**src/rtl/fifo_arb_pkg.sv**
```systemverilog
// Shared types and constants for the FIFO write-port arbiter.
package fifo_arb_pkg;

  localparam int unsigned CNT_W = 8;

  typedef enum logic {
    ST_IDLE = 1'b0,
    ST_BUSY = 1'b1
  } state_t;

  // Ceiling log2, never below 1 so an index port always has at least one bit.
  function automatic int unsigned clog2(input int unsigned n);
    int unsigned r;
    r = 0;
    while ((32'd1 << r) < n) r = r + 1;
    if (r == 0) r = 1;
    return r;
  endfunction

endpackage

```
**src/rtl/fifo_wr_arbiter_if.sv**
```systemverilog
// Requester-side and FIFO-side signals of the arbiter, bundled as one port.
interface fifo_wr_arbiter_if
  import fifo_arb_pkg::*;
#(
  parameter int unsigned WIDTH = 16,
  parameter int unsigned NREQ  = 4
);
  localparam int unsigned OWN_W = clog2(NREQ);

  logic [NREQ-1:0]       i_req;
  logic [NREQ-1:0]       i_last;
  logic [NREQ*WIDTH-1:0] i_wdata;
  logic                  i_fifo_full;
  logic                  i_flush;
  logic [NREQ-1:0]       o_gnt;
  logic                  o_push;
  logic [WIDTH-1:0]      o_wdata;
  logic                  o_flush;
  logic [OWN_W-1:0]      o_owner;
  logic                  o_busy;
  logic                  o_burst_err;

  modport slave (
    input  i_req, i_last, i_wdata, i_fifo_full, i_flush,
    output o_gnt, o_push, o_wdata, o_flush, o_owner, o_busy, o_burst_err
  );

  modport master (
    output i_req, i_last, i_wdata, i_fifo_full, i_flush,
    input  o_gnt, o_push, o_wdata, o_flush, o_owner, o_busy, o_burst_err
  );
endinterface

```
**src/rtl/fifo_wr_arbiter_rr_pick.sv**
```systemverilog
// Combinational round-robin picker: first requester at or after the pointer.
module rr_pick #(
  parameter int unsigned NREQ  = 4,
  parameter int unsigned IDX_W = 2
) (
  input  logic [NREQ-1:0]  i_req,
  input  logic [IDX_W-1:0] i_ptr,
  output logic [NREQ-1:0]  o_gnt,
  output logic [IDX_W-1:0] o_idx,
  output logic             o_valid
);

  always_comb begin
    o_gnt   = '0;
    o_idx   = '0;
    o_valid = 1'b0;
    for (int unsigned i = 0; i < NREQ; i++) begin
      int unsigned k;
      k = 32'(i_ptr) + i;
      if (k >= NREQ) k = k - NREQ;
      if (!o_valid && i_req[k]) begin
        o_valid  = 1'b1;
        o_idx    = IDX_W'(k);
        o_gnt[k] = 1'b1;
      end
    end
  end

endmodule

```
**src/rtl/fifo_wr_arbiter.sv**
```systemverilog
// Round-robin packet arbiter in front of a sync FIFO write port; an owner
// keeps the port until its last beat or the burst cap, then one idle bubble.
module fifo_wr_arbiter
  import fifo_arb_pkg::*;
#(
  parameter int unsigned WIDTH     = 16,
  parameter int unsigned NREQ      = 4,
  parameter int unsigned MAX_BURST = 8
) (
  input logic              i_clk,
  input logic              i_rst_n,
  fifo_wr_arbiter_if.slave bus
);

  localparam int unsigned IDX_W = clog2(NREQ);

  state_t             r_state;
  logic [IDX_W-1:0]   r_owner;
  logic [NREQ-1:0]    r_owner_oh;
  logic [IDX_W-1:0]   r_ptr;
  logic [CNT_W-1:0]   r_cnt;
  logic               r_burst_err;

  logic [NREQ-1:0]    w_pick_oh;
  logic [IDX_W-1:0]   w_pick_idx;
  logic               w_pick_vld;
  logic               w_busy;
  logic               w_push;
  logic               w_last;
  logic               w_cap;
  logic [CNT_W-1:0]   w_cnt_nxt;
  logic [IDX_W-1:0]   w_ptr_nxt;
  logic [WIDTH-1:0]   w_wdata;

  rr_pick #(
    .NREQ  (NREQ),
    .IDX_W (IDX_W)
  ) u_rr_pick (
    .i_req   (bus.i_req),
    .i_ptr   (r_ptr),
    .o_gnt   (w_pick_oh),
    .o_idx   (w_pick_idx),
    .o_valid (w_pick_vld)
  );

  assign w_busy    = (r_state == ST_BUSY);
  assign w_push    = w_busy & bus.i_req[r_owner] & ~bus.i_fifo_full & ~bus.i_flush;
  assign w_last    = bus.i_last[r_owner];
  assign w_cnt_nxt = r_cnt + CNT_W'(1);
  assign w_cap     = (w_cnt_nxt == CNT_W'(MAX_BURST));
  assign w_ptr_nxt = (r_owner == IDX_W'(NREQ - 1)) ? '0 : r_owner + IDX_W'(1);

  // Owner data mux.
  always_comb begin
    w_wdata = '0;
    for (int unsigned k = 0; k < NREQ; k++) begin
      if (r_owner == IDX_W'(k)) w_wdata = bus.i_wdata[k*WIDTH +: WIDTH];
    end
  end

  assign bus.o_push      = w_push;
  assign bus.o_gnt       = r_owner_oh & {NREQ{w_push}};
  assign bus.o_wdata     = w_wdata;
  assign bus.o_flush     = bus.i_flush;
  assign bus.o_owner     = r_owner;
  assign bus.o_busy      = w_busy;
  assign bus.o_burst_err = r_burst_err;

  // Flush outranks everything; a last beat at the cap is a clean end, not an error.
  always_ff @(posedge i_clk or negedge i_rst_n) begin
    if (!i_rst_n) begin
      r_state     <= ST_IDLE;
      r_owner     <= '0;
      r_owner_oh  <= '0;
      r_ptr       <= '0;
      r_cnt       <= '0;
      r_burst_err <= 1'b0;
    end else if (bus.i_flush) begin
      r_state     <= ST_IDLE;
      r_owner     <= '0;
      r_owner_oh  <= '0;
      r_ptr       <= '0;
      r_cnt       <= '0;
      r_burst_err <= 1'b0;
    end else begin
      case (r_state)
        ST_IDLE: begin
          if (w_pick_vld) begin
            r_state    <= ST_BUSY;
            r_owner    <= w_pick_idx;
            r_owner_oh <= w_pick_oh;
            r_cnt      <= '0;
          end
        end
        ST_BUSY: begin
          if (w_push) begin
            r_cnt <= w_cnt_nxt;
            if (w_last || w_cap) begin
              r_state <= ST_IDLE;
              r_ptr   <= w_ptr_nxt;
            end
            if (w_cap && !w_last) r_burst_err <= 1'b1;
          end
        end
        default: r_state <= ST_IDLE;
      endcase
    end
  end

endmodule

```
**src/flat_wrapper.sv**
```systemverilog
// flat-port wrapper written by rule: the top's interface ports become plain ports
module fifo_wr_arbiter_flat import fifo_arb_pkg::*;
#(
  parameter int unsigned WIDTH     = 16,
  parameter int unsigned NREQ      = 4,
  parameter int unsigned MAX_BURST = 8
)
  (i_clk, i_rst_n, bus_i_req, bus_i_last, bus_i_wdata, bus_i_fifo_full, bus_i_flush, bus_o_gnt, bus_o_push, bus_o_wdata, bus_o_flush, bus_o_owner, bus_o_busy, bus_o_burst_err);
  fifo_wr_arbiter_if #(.WIDTH(WIDTH), .NREQ(NREQ)) bus_i ();
  input logic i_clk;
  input logic i_rst_n;
  input wire logic [$bits(bus_i.i_req)-1:0] bus_i_req;
  input wire logic [$bits(bus_i.i_last)-1:0] bus_i_last;
  input wire logic [$bits(bus_i.i_wdata)-1:0] bus_i_wdata;
  input wire logic [$bits(bus_i.i_fifo_full)-1:0] bus_i_fifo_full;
  input wire logic [$bits(bus_i.i_flush)-1:0] bus_i_flush;
  output wire logic [$bits(bus_i.o_gnt)-1:0] bus_o_gnt;
  output wire logic [$bits(bus_i.o_push)-1:0] bus_o_push;
  output wire logic [$bits(bus_i.o_wdata)-1:0] bus_o_wdata;
  output wire logic [$bits(bus_i.o_flush)-1:0] bus_o_flush;
  output wire logic [$bits(bus_i.o_owner)-1:0] bus_o_owner;
  output wire logic [$bits(bus_i.o_busy)-1:0] bus_o_busy;
  output wire logic [$bits(bus_i.o_burst_err)-1:0] bus_o_burst_err;
  assign bus_i.i_req = bus_i_req;
  assign bus_i.i_last = bus_i_last;
  assign bus_i.i_wdata = bus_i_wdata;
  assign bus_i.i_fifo_full = bus_i_fifo_full;
  assign bus_i.i_flush = bus_i_flush;
  assign bus_o_gnt = bus_i.o_gnt;
  assign bus_o_push = bus_i.o_push;
  assign bus_o_wdata = bus_i.o_wdata;
  assign bus_o_flush = bus_i.o_flush;
  assign bus_o_owner = bus_i.o_owner;
  assign bus_o_busy = bus_i.o_busy;
  assign bus_o_burst_err = bus_i.o_burst_err;
  fifo_wr_arbiter #(.WIDTH(WIDTH), .NREQ(NREQ), .MAX_BURST(MAX_BURST)) u_core (.i_clk(i_clk), .i_rst_n(i_rst_n), .bus(bus_i));
endmodule
```
**config.mk**
```make
export PLATFORM = sky130hd
export DESIGN_NAME = fifo_wr_arbiter_flat
export DESIGN_NICKNAME = d
export VERILOG_FILES = /design/src/rtl/fifo_arb_pkg.sv /design/src/rtl/fifo_wr_arbiter_if.sv /design/src/rtl/fifo_wr_arbiter_rr_pick.sv /design/src/rtl/fifo_wr_arbiter.sv /design/src/flat_wrapper.sv
export SDC_FILE = /design/constraint.sdc
export NUM_CORES = 1
export LEC_CHECK = 0
export ABC_AREA = 1
export CORE_MARGIN = 2
export CORE_UTILIZATION = 40
export DETAILED_ROUTE_END_ITERATION = 10
export PLACE_DENSITY = 0.89
export SKIP_CTS_REPAIR_TIMING = 1
export SLEW_MARGIN = 20
export SYNTH_ARGS = -nofsm -noshare
export SYNTH_HDL_FRONTEND = slang
export SYNTH_SLANG_ARGS = --single-unit
```
**constraint.sdc**
```tcl
create_clock -name i_clk -period 2.58 [get_ports i_clk]
set_clock_uncertainty 0.2 [all_clocks]
set_input_delay 0.387 -clock i_clk [delete_from_list [all_inputs] [get_ports i_clk]]
set_output_delay 0.387 -clock i_clk [all_outputs]
set_load 0.01 [all_outputs]
```
==> results.cfg <==
[run_status]
outcome = finished, final reports clean

[timing]
grt_setup_unrepaired = true
fmax_mhz = 399
slew_violations = 0
relSlewSlack_pct = 77.6
fin_crit_ns = 2.51
finalHoldViolations = 0
setup_viol = 0
setup_slack_ns = 0.0746
fin_crit_sh_pct = 97.1
whs_ns = 0.248
worst_pin_slew_ns = 0.335

[layout]
design_area_sq_um = 3300
final_nets = 549
stdcell_count = 528
final_common_cell = nand2_1
area_growth_pct = 68.3
multi_input_area_sq_um = 1360
fillers = 380
final_cell_mix = nand2_1 (150), clkdlybuf4s50_1 (80), nor2_1 (31), a21oi_1 (30), nand3_1 (29)
drive_above_1_share_pct = 11.1
diodes = 0
regArea_sq_um = 450

[clock_tree]
cts_tree = done
cts_buffer_depth = 2
htree_levels = 1
path_clk_slew_ns = 0.07
cts_made_buffers = 3
clock-root-buffer = clkbuf_8
insertion_delay_ns = 0.26
cts.sinks = 18

[synthesis]
ys_seq_area_share_pct = 23.0
syn_inst = 344
synth_area_sq_um = 1960
synth_top_family_by_area = simple AND/OR/NAND/NOR gates
syn_avg_cell_area_sq_um = 5.70
synthMuxAreaShare_pct = 0
ys_warn_count = 0
yosys.area_share.simple_pct = 47.1
synthFlopType = dfrtp_1
yosysUniqueCellTypes = 26
synth_xor_area_share_pct = 0
synthAdderAreaFrac_pct = 6.39
synth-compound-area-share_pct = 14.9
synth_edf_count = 0
synth_nets = 430
synth_top_cell_area_share_pct = 28.7
synth-seq-cells = 18
yosys.area.top_type = nand2_1
synth_area_leaders = nand2_1 (29%), dfrtp_1 (23%), a21oi_1 (8.4%)
async_flop_share_pct = 100

[route]
num_vias = 2608
wl_per_cell_microns = 12.6
first_pass_iters = 4
ant_nets = 0
viasPerCell = 4.94
drtIter0Drc = 102
wl_mm = 6.68
drc = 0

[die]
die_w_microns = 74.0
die_h_microns = 74.0
dieArea_sq_um = 5470
ios = 102
placementRows = 25
fp.coreArea_sq_um = 4720
initial_core_util_pct = 41.5

[grt]
grt_antenna_before_repair = 0
met3_usage_pct = 3.66
grt_pass1_wl_mm = 10.4
grt_pass1_vias = 2445
overflow = 0
grt_use_total_pct = 24.0
grt.busiest_layer = met2
use_met2_pct = 47.0
use_met1_pct = 26.6
grt_max_degree = 19

[worst_setup_path]
cp-end-kind = output port
cp_slowest_stage_delay_ns = 0.43
cp.required_ns = 1.99
cp.buffers_inverters = 6
critPathTopFamily = buffers and inverters
reg2reg_depth = 11
r2r_start = u_core.r_ptr[1]
crit_arrival_ns = 1.92
cp_cell_sequence = inv_2, ha_1, inv_1, nor2_2, buf_6, buf_4, buf_4, nand2_1, nand2_1, nand2_1, a21oi_2, buf_2
critPathKind = reg -> out
cp_common_cell = nand2_1
startpoint_type = flip-flop
ff2ff_setup_slack_ns = 0.49
cpMaxStageDelayCell = dfrtp_1
critPathMaxFanout = 13
rr_endpoint = u_core.r_owner_oh[1]

[place]
placed_cells = 523
gp_congestion = 0.867
hpwl_mm = 5.21
placed_area_sq_um = 3190
dp_worst_setup_slack_ns = -0.0839
port_buffers = 101

[power_and_ir_drop]
powerDensity_nw_per_um2 = 712
p_total_mw = 2.35
cellLeakagePower_nw = 1.81
irDropWorstVdd_v = 0.000447

[job]
cap_violations = 0

[hold_path]
hp-class = in -> async
==> kinds of logic after synthesis <==
| logic type | Yosys count |
|---|---|
| flops | 18 |
| buf+inv | 43 |
| fa+ha+maj | 10 |
| compound gates | 51 |
| simple gates | 222 |
==> state kept, by name, summed over array words and instances, names as in the netlist <==
name,cells
u_core.r_owner_oh,4
u_core.bus.o_burst_err,1
u_core.bus.o_owner,2
u_core.r_ptr,2
u_core.r_cnt,8
u_core.bus.o_busy,1
==> area by class of cell <==
| type | instances | area share, % |
|---|---|---|
| multi-input cells | 283 | 41.3 |
| repair buffers | 126 | 37.7 |
| flip-flops and latches | 18 | 13.7 |
| inverters | 31 | 3.53 |
| well taps | 67 | 2.54 |
| clock buffers | 3 | 1.25 |
==> stage by stage <==
step,utilization (%),TNS (ns)
2_1_floorplan,-,0
3_3_place_gp,67.5,-0.0503
3_5_place_dp,67.5,-0.277
4_1_cts,68.3,-3.93
5_1_grt,69.8,-0.0621
6_report,69.8,0
==> report_power, final <==
group | leakage, nW | internal, mW | total, mW | switching [mW]
logic | 1.54 | 0.835 | 1.79 | 0.953
clock network | 0.0216 | 0.104 | 0.201 | 0.0973
registers | 0.247 | 0.325 | 0.358 | 0.0332
total | 1.81 | 1.26 | 2.35 | 1.08
==> Yosys cell counts, types with 3 or more instances <==
cell type / number
buf_2: 3
nand4_1: 4
nand2_1: 150
clkbuf_1: 7
o21ai_0: 3
nand3_1: 29
nand2_2: 4
inv_1: 27
a22oi_1: 4
dfrtp_1: 18
nor2_1: 32
inv_2: 4
ha_1: 10
o21ai_1: 5
a21oi_1: 33
==> how the worst max path moves through the flow <==
stage,start,to,depth (start not counted)
2_1_floorplan,u_core.bus.o_owner[1],bus_o_wdata[10],9
3_3_place_gp,bus_i_req[2],bus_o_gnt[0],7
3_5_place_dp,bus_i_req[2],bus_o_gnt[2],7
4_1_cts,u_core.bus.o_owner[1],bus_o_wdata[11],8
5_1_grt,u_core.bus.o_owner[0],bus_o_wdata[0],12
6_report,u_core.bus.o_owner[0],bus_o_wdata[7],12
==> routing by layer <==
| layer | share of wire (%) | wire length, microns | vias up |
|---|---|---|---|
| met1 | 40 | 2690 | 1193 |
| met3 | 7.8 | 521 | 4 |
| met4 | 0.82 | 55 | 0 |
| met2 | 51 | 3410 | 73 |
| met5 | 0 | 0 | - |
| li1 | - | - | 1338 |
==> worst register-to-register path, delay by kind of cell (launching register included) <==
| kind | cells | cell delay, ns |
|---|---|---|
| flops | 1 | 0.38 |
| buf+inv | 2 | 0.24 |
| fa+ha+maj | 1 | 0.29 |
| compound gates | 1 | 0.21 |
| simple gates | 7 | 0.72 |
Note: power is estimated with default switching activity, not from simulation.
